`src/rtl/pipelined_alu.sv`:
```
// Registered ALU with valid/ready handshake, tag passthrough and illegal-opcode flag.
// Define PIPELINED_ALU_MUL_EN to build the iterative shift-add MUL (opcode 17).
module pipelined_alu #(
  parameter int unsigned WIDTH = 32,
  parameter int unsigned TAG_W = 4
) (
  input  logic             clk,
  input  logic             reset_n,
  input  logic             in_valid,
  output logic             in_ready,
  input  logic [WIDTH-1:0] a,
  input  logic [WIDTH-1:0] b,
  input  logic [4:0]       op,
  input  logic [TAG_W-1:0] in_tag,
  output logic             out_valid,
  input  logic             out_ready,
  output logic [WIDTH-1:0] result,
  output logic             compare,
  output logic             illegal,
  output logic [TAG_W-1:0] out_tag
);

  typedef enum logic [1:0] {IDLE, MUL_RUN, MUL_DONE} state_e;

  typedef enum logic [4:0] {
    OP_ADD   = 5'h00, OP_SUB   = 5'h01, OP_AND   = 5'h02, OP_OR    = 5'h03,
    OP_XOR   = 5'h04, OP_NAND  = 5'h05, OP_NOR   = 5'h06, OP_XNOR  = 5'h07,
    OP_MVHI  = 5'h08, OP_F     = 5'h09, OP_EQ    = 5'h0A, OP_LT    = 5'h0B,
    OP_LTE   = 5'h0C, OP_T     = 5'h0D, OP_NE    = 5'h0E, OP_GTE   = 5'h0F,
    OP_GT    = 5'h10, OP_BEQZ  = 5'h11, OP_BLTZ  = 5'h12, OP_BLTEZ = 5'h13,
    OP_BNEZ  = 5'h14, OP_BGTEZ = 5'h15, OP_BGTZ  = 5'h16, OP_MUL   = 5'h17
  } op_e;

  state_e             state_q, state_d;
  logic               out_valid_q, out_valid_d;
  logic [WIDTH-1:0]   result_q, result_d;
  logic               compare_q, compare_d;
  logic               illegal_q, illegal_d;
  logic [TAG_W-1:0]   out_tag_q, out_tag_d;

  logic signed [WIDTH-1:0] sa, sb;
  logic [WIDTH-1:0]   sc_res;
  logic               sc_ill, is_cmp, cond, a_neg, a_zero;
  logic               accept, load_sc;

  assign sa     = $signed(a);
  assign sb     = $signed(b);
  assign a_neg  = a[WIDTH-1];
  assign a_zero = (a == '0);

  always_comb begin
    sc_res = '0;
    sc_ill = 1'b0;
    is_cmp = 1'b0;
    cond   = 1'b0;
    case (op)
      OP_ADD:   sc_res = a + b;
      OP_SUB:   sc_res = a - b;
      OP_AND:   sc_res = a & b;
      OP_OR:    sc_res = a | b;
      OP_XOR:   sc_res = a ^ b;
      OP_NAND:  sc_res = ~(a & b);
      OP_NOR:   sc_res = ~(a | b);
      OP_XNOR:  sc_res = ~(a ^ b);
      OP_MVHI:  sc_res = {b[WIDTH/2-1:0], {(WIDTH/2){1'b0}}};
      OP_F:     is_cmp = 1'b1;
      OP_EQ:    begin is_cmp = 1'b1; cond = (sa == sb); end
      OP_LT:    begin is_cmp = 1'b1; cond = (sa <  sb); end
      OP_LTE:   begin is_cmp = 1'b1; cond = (sa <= sb); end
      OP_T:     begin is_cmp = 1'b1; cond = 1'b1;       end
      OP_NE:    begin is_cmp = 1'b1; cond = (sa != sb); end
      OP_GTE:   begin is_cmp = 1'b1; cond = (sa >= sb); end
      OP_GT:    begin is_cmp = 1'b1; cond = (sa >  sb); end
      OP_BEQZ:  begin is_cmp = 1'b1; cond = a_zero;             end
      OP_BLTZ:  begin is_cmp = 1'b1; cond = a_neg;              end
      OP_BLTEZ: begin is_cmp = 1'b1; cond = a_neg | a_zero;     end
      OP_BNEZ:  begin is_cmp = 1'b1; cond = !a_zero;            end
      OP_BGTEZ: begin is_cmp = 1'b1; cond = !a_neg;             end
      OP_BGTZ:  begin is_cmp = 1'b1; cond = !a_neg && !a_zero;  end
`ifdef PIPELINED_ALU_MUL_EN
      OP_MUL:   sc_res = '0;
`endif
      default:  sc_ill = 1'b1;
    endcase
    if (is_cmp) sc_res = {{(WIDTH-1){1'b0}}, cond};
  end

`ifdef PIPELINED_ALU_MUL_EN
  localparam int unsigned CNT_W = $clog2(WIDTH+1);

  logic [WIDTH-1:0] mcand_q, mcand_d, mplier_q, mplier_d, acc_q, acc_d;
  logic [CNT_W-1:0] cnt_q, cnt_d;
  logic [TAG_W-1:0] mul_tag_q, mul_tag_d;
`endif

  always_comb begin
    state_d     = state_q;
    out_valid_d = out_valid_q;
    result_d    = result_q;
    compare_d   = compare_q;
    illegal_d   = illegal_q;
    out_tag_d   = out_tag_q;
    in_ready    = (state_q == IDLE) && (!out_valid_q || out_ready);
    accept      = in_valid && in_ready;
`ifdef PIPELINED_ALU_MUL_EN
    load_sc     = accept && (op != OP_MUL);
    mcand_d     = mcand_q;
    mplier_d    = mplier_q;
    acc_d       = acc_q;
    cnt_d       = cnt_q;
    mul_tag_d   = mul_tag_q;
`else
    load_sc     = accept;
`endif

    // A consume and a fresh load on the same edge leave out_valid set.
    if (out_valid_q && out_ready) out_valid_d = 1'b0;

    if (load_sc) begin
      out_valid_d = 1'b1;
      result_d    = sc_res;
      compare_d   = is_cmp & cond;
      illegal_d   = sc_ill;
      out_tag_d   = in_tag;
    end

`ifdef PIPELINED_ALU_MUL_EN
    case (state_q)
      IDLE: begin
        if (accept && (op == OP_MUL)) begin
          state_d   = MUL_RUN;
          mcand_d   = a;
          mplier_d  = b;
          acc_d     = '0;
          cnt_d     = '0;
          mul_tag_d = in_tag;
        end
      end
      MUL_RUN: begin
        if (mplier_q[0]) acc_d = acc_q + mcand_q;
        mcand_d  = mcand_q << 1;
        mplier_d = mplier_q >> 1;
        cnt_d    = cnt_q + CNT_W'(1);
        if (cnt_q == CNT_W'(WIDTH-1)) state_d = MUL_DONE;
      end
      MUL_DONE: begin
        if (!out_valid_q || out_ready) begin
          out_valid_d = 1'b1;
          result_d    = acc_q;
          compare_d   = 1'b0;
          illegal_d   = 1'b0;
          out_tag_d   = mul_tag_q;
          state_d     = IDLE;
        end
      end
      default: state_d = IDLE;
    endcase
`endif
  end

  always_ff @(posedge clk or negedge reset_n) begin
    if (!reset_n) begin
      state_q     <= IDLE;
      out_valid_q <= 1'b0;
      result_q    <= '0;
      compare_q   <= 1'b0;
      illegal_q   <= 1'b0;
      out_tag_q   <= '0;
`ifdef PIPELINED_ALU_MUL_EN
      mcand_q     <= '0;
      mplier_q    <= '0;
      acc_q       <= '0;
      cnt_q       <= '0;
      mul_tag_q   <= '0;
`endif
    end else begin
      state_q     <= state_d;
      out_valid_q <= out_valid_d;
      result_q    <= result_d;
      compare_q   <= compare_d;
      illegal_q   <= illegal_d;
      out_tag_q   <= out_tag_d;
`ifdef PIPELINED_ALU_MUL_EN
      mcand_q     <= mcand_d;
      mplier_q    <= mplier_d;
      acc_q       <= acc_d;
      cnt_q       <= cnt_d;
      mul_tag_q   <= mul_tag_d;
`endif
    end
  end

  assign out_valid = out_valid_q;
  assign result    = result_q;
  assign compare   = compare_q;
  assign illegal   = illegal_q;
  assign out_tag   = out_tag_q;

endmodule

```
`config.mk`:
```
export PLATFORM = sky130hd
export DESIGN_NAME = pipelined_alu
export DESIGN_NICKNAME = d
export VERILOG_FILES = /design/src/rtl/pipelined_alu.sv
export SDC_FILE = /design/constraint.sdc
export NUM_CORES = 1
export LEC_CHECK = 0
export ABC_AREA = 0
export BUFFER_PORTS_ARGS = -buffer_cell sky130_fd_sc_hd__buf_2
export CORE_MARGIN = 4
export CORE_UTILIZATION = 50
export CTS_CLUSTER_SIZE = 40
export DETAILED_ROUTE_END_ITERATION = 10
export PLACE_DENSITY_LB_ADDON = 0.05
export REMOVE_ABC_BUFFERS = 1
export SLEW_MARGIN = 10
export SYNTH_ARGS = -nofsm -noshare
export SYNTH_HDL_FRONTEND = slang
export SYNTH_SLANG_ARGS = --single-unit
```
`constraint.sdc`:
```
create_clock -name clk -period 1.7 [get_ports clk]
set_input_delay 0.085 -clock clk [delete_from_list [all_inputs] [get_ports clk]]
set_output_delay 0.085 -clock clk [all_outputs]
set_load 0.05 [all_outputs]
```
==> results of run 1 <==
## repair_timing
| item | CTS |
|---|---|
| hold endpoints to repair | 43 |
| cloned | 1 |
| resized for setup | 288 |
| buffers inserted | 31 |
| pin swaps | 117 |
| setup endpoints to repair | 33 |
| hold buffers | 5 |
## cell usage after synthesis (all sizes together) (14+ instances only)
library cell	number	area [um^2]
mux2i	15	150
nand2	108	405
o21ai	94	470
inv	99	372
nor3	30	150
nor2	106	398
o31ai	14	105
clkbuf	68	255
o211ai	17	128
a211oi	28	210
a31oi	20	131
nor4	16	100
a21oi	126	631
dfrtp	39	976
ha	96	1200
o22ai	20	125
nand3	28	140
## stage by stage
stage	cell area [um^2]	hold slack, ps	utilization	TNS (ps)
2_1_floorplan	7360	-211	-	-45310
3_3_place_gp	11500	81.4	0.764	-34820
3_5_place_dp	11500	85.1	0.764	-36770
4_1_cts	13300	10.4	0.879	-16640
## layer usage
| metal | overflow | track usage |
|---|---|---|
| met1 | 1 | 0.778 |
| met2 | 57 | 0.932 |
| met3 | 3 | 0.650 |
| met4 | 57 | 0.789 |
| met5 | 0 | 0.197 |
## cell families after synthesis
family          Yosys count
fa+ha+maj                98
simple gates            355
compound gates          438
buf+inv                 177
xor+xnor                  9
mux                      18
flops                    39
==> impl_metrics.py, run 1 <==
metrics = {
    "floorplan": {
        "fp.dieW_um": 132,
        "io_pins": 117,
        "initial_core_util": 0.508,
        "die_h_um": 132,
        "rows": 45,
    },
    "logic_synthesis": {
        "synthSimpleGateAreaFrac": 0.216,
        "synth_compound_area_frac": 0.371,
        "synth_flop_cell": "dfrtp_1",
        "synth_top_family_by_area": "compound AO/OA/AOI/OAI gates",
        "synthXorXnorAreaFrac": 0.0103,
        "synth_edf_count": 0,
        "ys_seq_area_frac": 0.127,
        "synthDistinctLibCells": 75,
        "synthMuxAreaShare": 0.0255,
        "synthCells": 1134,
        "ys_ff_latch": 39,
        "avgSynthCellArea_um2": 6.76,
        "syn_area_um2": 7670,
        "synthAdderAreaFrac": 0.162,
        "async_flop_share": 1.00,
        "yosysWarnings": 0,
    },
    "global_route": {
        "grt_max_degree": 40,
        "grt_usage": 0.779,
        "grt_overflow": 118,
    },
    "run_status": {
        "haltStage": "global routing (5_1_grt)",
        "status": "aborted with a tool error",
        "error": "[ERROR GRT-0232] Routing congestion too high. Check the congestion heatmap in the GUI.",
    },
    "timing": {
        "worstEndpointGrtRepair": "result[28]$_DFFE_PN0P_/D",
        "endpoint_type": "register input",
    },
    "place": {
        "dp.cells": 1798,
        "portBuffers": 116,
        "dp_slack_ps": -1780,
        "dp.final_hpwl_mm": 32.6,
        "gp_congestion": 1.07,
    },
    "clock_network": {
        "cts.sinks": 39,
        "cts_max_path_buffers": 2,
        "numCtsBuffers": 5,
        "cts_root_buf": "clkbuf_16",
        "ctsHtreeMaxLevel": 2,
    },
}
==> run 2: changes to the inputs <==
--- a/config.mk
+++ b/config.mk
@@ -8,10 +8,9 @@
 export ABC_AREA = 0
 export BUFFER_PORTS_ARGS = -buffer_cell sky130_fd_sc_hd__buf_2
 export CORE_MARGIN = 4
-export CORE_UTILIZATION = 50
-export CTS_CLUSTER_SIZE = 40
+export CORE_UTILIZATION = 35
 export DETAILED_ROUTE_END_ITERATION = 10
-export PLACE_DENSITY_LB_ADDON = 0.05
+export PLACE_DENSITY_LB_ADDON = 0.15
 export REMOVE_ABC_BUFFERS = 1
 export SLEW_MARGIN = 10
 export SYNTH_ARGS = -nofsm -noshare
==> constraint.sdc (replaced) <==
create_clock -name clk -period 2.2 [get_ports clk]
set_input_delay 0.11 -clock clk [delete_from_list [all_inputs] [get_ports clk]]
set_output_delay 0.11 -clock clk [all_outputs]
set_load 0.05 [all_outputs]
==> run 2 against run 1 <==
Effect of this change: the flow now finishes, with violations (setup timing); synthesized cell count stayed put; synthesized area is the same.
==> impl_metrics.py, run 2 <==
metrics = {
    "setup_path": {
        "worst-path-buf-inv": 5,
        "path_class": "in -> reg",
        "cpPeakStageDelay_ps": 430,
        "endpoint_kind": "flip-flop",
        "crit_fanout": 3,
        "critPathTopFamily": "compound AO/OA/AOI/OAI gates",
        "crit_chain": "buf_8 -> inv_4 -> ha_4 -> inv_2 -> fa_2 -> or3b_4 -> a31oi_4 -> or3_4 -> a211oi_4 -> buf_4 -> buf_6 -> nor2_2 -> nor2_2 -> nor2_1 -> a2111o_1 -> a32o_1",
        "slowest_stage": "or3_4",
        "cp_data_required_time_ps": 2400,
        "critPathArrivalTime_ps": 2970,
        "worst_setup_path_start_kind": "input port",
        "cpMostUsedCell": "nor2_2",
    },
    "clock_network": {
        "cts_tree": "yes",
        "clk_pin_slew_worst_paths_ps": 70,
        "clk_latency_ps": 310,
        "cts_max_path_buffers": 2,
        "ctsHtreeMaxLevel": 2,
        "cts_root_buf": "clkbuf_16",
        "numCtsBuffers": 5,
        "cts.sinks": 39,
    },
    "layout": {
        "final_common_cell": "buf_4",
        "n_antenna_cell": 0,
        "largest_reg_flops": 32,
        "drive_gt1_frac": 0.476,
        "area_growth_syn_to_layout_pct": 75.4,
        "fin_nets": 1810,
        "final_cell_mix": "buf_4 (413), nand2_1 (105), a21oi_1 (101), buf_2 (101), nor2_1 (93)",
        "finalNonFillerCells": 1911,
    },
    "timing": {
        "worst_pin_slew_ps": 744,
        "rsz0062_at_grt": "true",
        "relSlewSlack": 0.491,
        "clock_skew_ps": 15.3,
        "fin_crit_sh": 1.26,
        "slew_viol_final": 0,
        "setup-violations-final": 20,
        "hold_viol_final": 0,
        "fmax_mhz": 361,
        "timing.hold.ws_ps": 36.7,
        "period_needed_ps": 2770,
        "final.setup.tns_ps": -6910,
        "setup_slack_ps": -572,
    },
    "global_route": {
        "grt_usage": 0.355,
        "grt_overflow": 0,
        "grt_pass1_wl_mm": 66.1,
        "grt_max_degree": 25,
        "grt_pass1_vias": 11000,
        "antenna_found_initial": 0,
    },
    "routing": {
        "ant_nets": 0,
        "drt-vias-per-instance": 5.88,
        "wl_per_cell_um": 23.6,
        "routed_wl_mm": 45.0,
        "dr_total_vias": 11200,
        "first_pass_iters": 5,
        "dr.first_iter.drc_count": 1226,
        "drc_errors": 0,
    },
    "place": {
        "dp.cells": 1860,
        "dp.final_hpwl_mm": 36.0,
        "dp_slack_ps": -1260,
        "portBuffers": 116,
        "gp_congestion": 1.03,
    },
    "logic_synthesis": {
        "synth.top_cell.area_share": 0.157,
        "avgSynthCellArea_um2": 6.76,
        "synthTopCellsByCount": "a21oi_1 (126), nand2_1 (108), nor2_1 (106)",
        "syn_area_um2": 7670,
        "ys_seq_area_frac": 0.127,
        "async_flop_share": 1.00,
        "synth_largest_area_cell": "ha_1",
        "synth_area_leaders": "ha_1 (16%), dfrtp_1 (13%), a21oi_1 (8.2%)",
        "yosysWarnings": 0,
        "yosysMostFrequentCell": "a21oi_1",
        "ys_ff_latch": 39,
        "synthCells": 1134,
        "synthDistinctLibCells": 75,
        "synth_edf_count": 0,
        "synth_flop_cell": "dfrtp_1",
    },
    "run_status": {
        "violations": "setup timing",
        "status": "finished, violations left",
    },
    "floorplan": {
        "die_h_um": 156,
        "initial_core_util": 0.360,
        "fp.dieArea_um2": 24300,
        "io_pins": 117,
        "fp.dieW_um": 156,
        "core_area_um2": 21300,
        "rows": 53,
    },
    "job": {
        "maxCapViolations": 0,
    },
    "min_path": {
        "holdCritPathClass": "in -> reg",
    },
    "pwr": {
        "power_density_nw_per_um2": 385,
        "power_w": 0.00518,
        "p_leak_nw": 6.26,
        "peakVddDrop_v": 0.000267,
    },
}
## run 2: cell counts after synthesis
No cell type changed its count.
## run 2: final timing paths
check                           start    endpoint  slack (ps)  cells after the start
min                          in_valid   out_valid          40                      2
min reg2reg                out_tag[0]  out_tag[0]         470                      2
max in group asynchronous     reset_n  result[31]        1130                      3
max                              a[0]  result[20]        -570                     16
min in group asynchronous     reset_n  result[24]         310                      2
max reg2reg                 out_valid  result[16]          60                      8
## run 2: cells by family (layout without fill, tap and decap cells)
| kind of cell | count (synthesis) | count (layout) | synth area share |
|---|---|---|---|
| xor+xnor | 9 | 9 | 0.0103 |
| buf+inv | 177 | 679 | 0.0888 |
| fa+ha+maj | 98 | 98 | 0.162 |
| compound gates | 438 | 438 | 0.371 |
| simple gates | 355 | 355 | 0.216 |
| flops | 39 | 39 | 0.127 |
| mux | 18 | 18 | 0.0255 |
## run 2: power by group
group | leakage, nW | total (W) | switching (W) | internal (W)
clock | 0.0838 | 0.000939 | 0.000401 | 0.000538
sequential | 0.521 | 0.000806 | 0.0000342 | 0.000772
combinational | 5.65 | 0.00344 | 0.00191 | 0.00153
total | 6.26 | 0.00518 | 0.00234 | 0.00284
## run 2: area by class of cell
class	instances	area [um^2]
sequential	39	976
timing repair buffer	572	4300
inverter	99	402
clock inverter	3	43.8
clock buffer	5	125
tap	275	344
fill	1935	7830
multi-input combinational	918	7260
## run 2: what timing repair did
item | in CTS | in global routing
hold endpoints to repair | 19 | 0
pin swaps | 83 | 62
buffers inserted | 28 | 22
hold buffers | 5 | 0
endpoints found under the setup margin | 25 | 25
gates resized for setup | 240 | 104
## run 2: routing by layer
layer  share of wire  up-vias  GRT usage
met5               0        -          0
met4           0.051        0      0.160
met3           0.085      139     0.0574
met2            0.44      622      0.564
met1            0.42     5312      0.472
li1                -     5172          -
## run 2: per-stage QoR
step / utilization / cell area (um^2)
after global placement: 0.538 / 11400
after floorplan: - / 7360
after CTS: 0.605 / 12900
after global routing: 0.632 / 13500
after detailed placement: 0.538 / 11400
final: 0.632 / 13500
No activity file was read; power rests on OpenSTA's default activity.
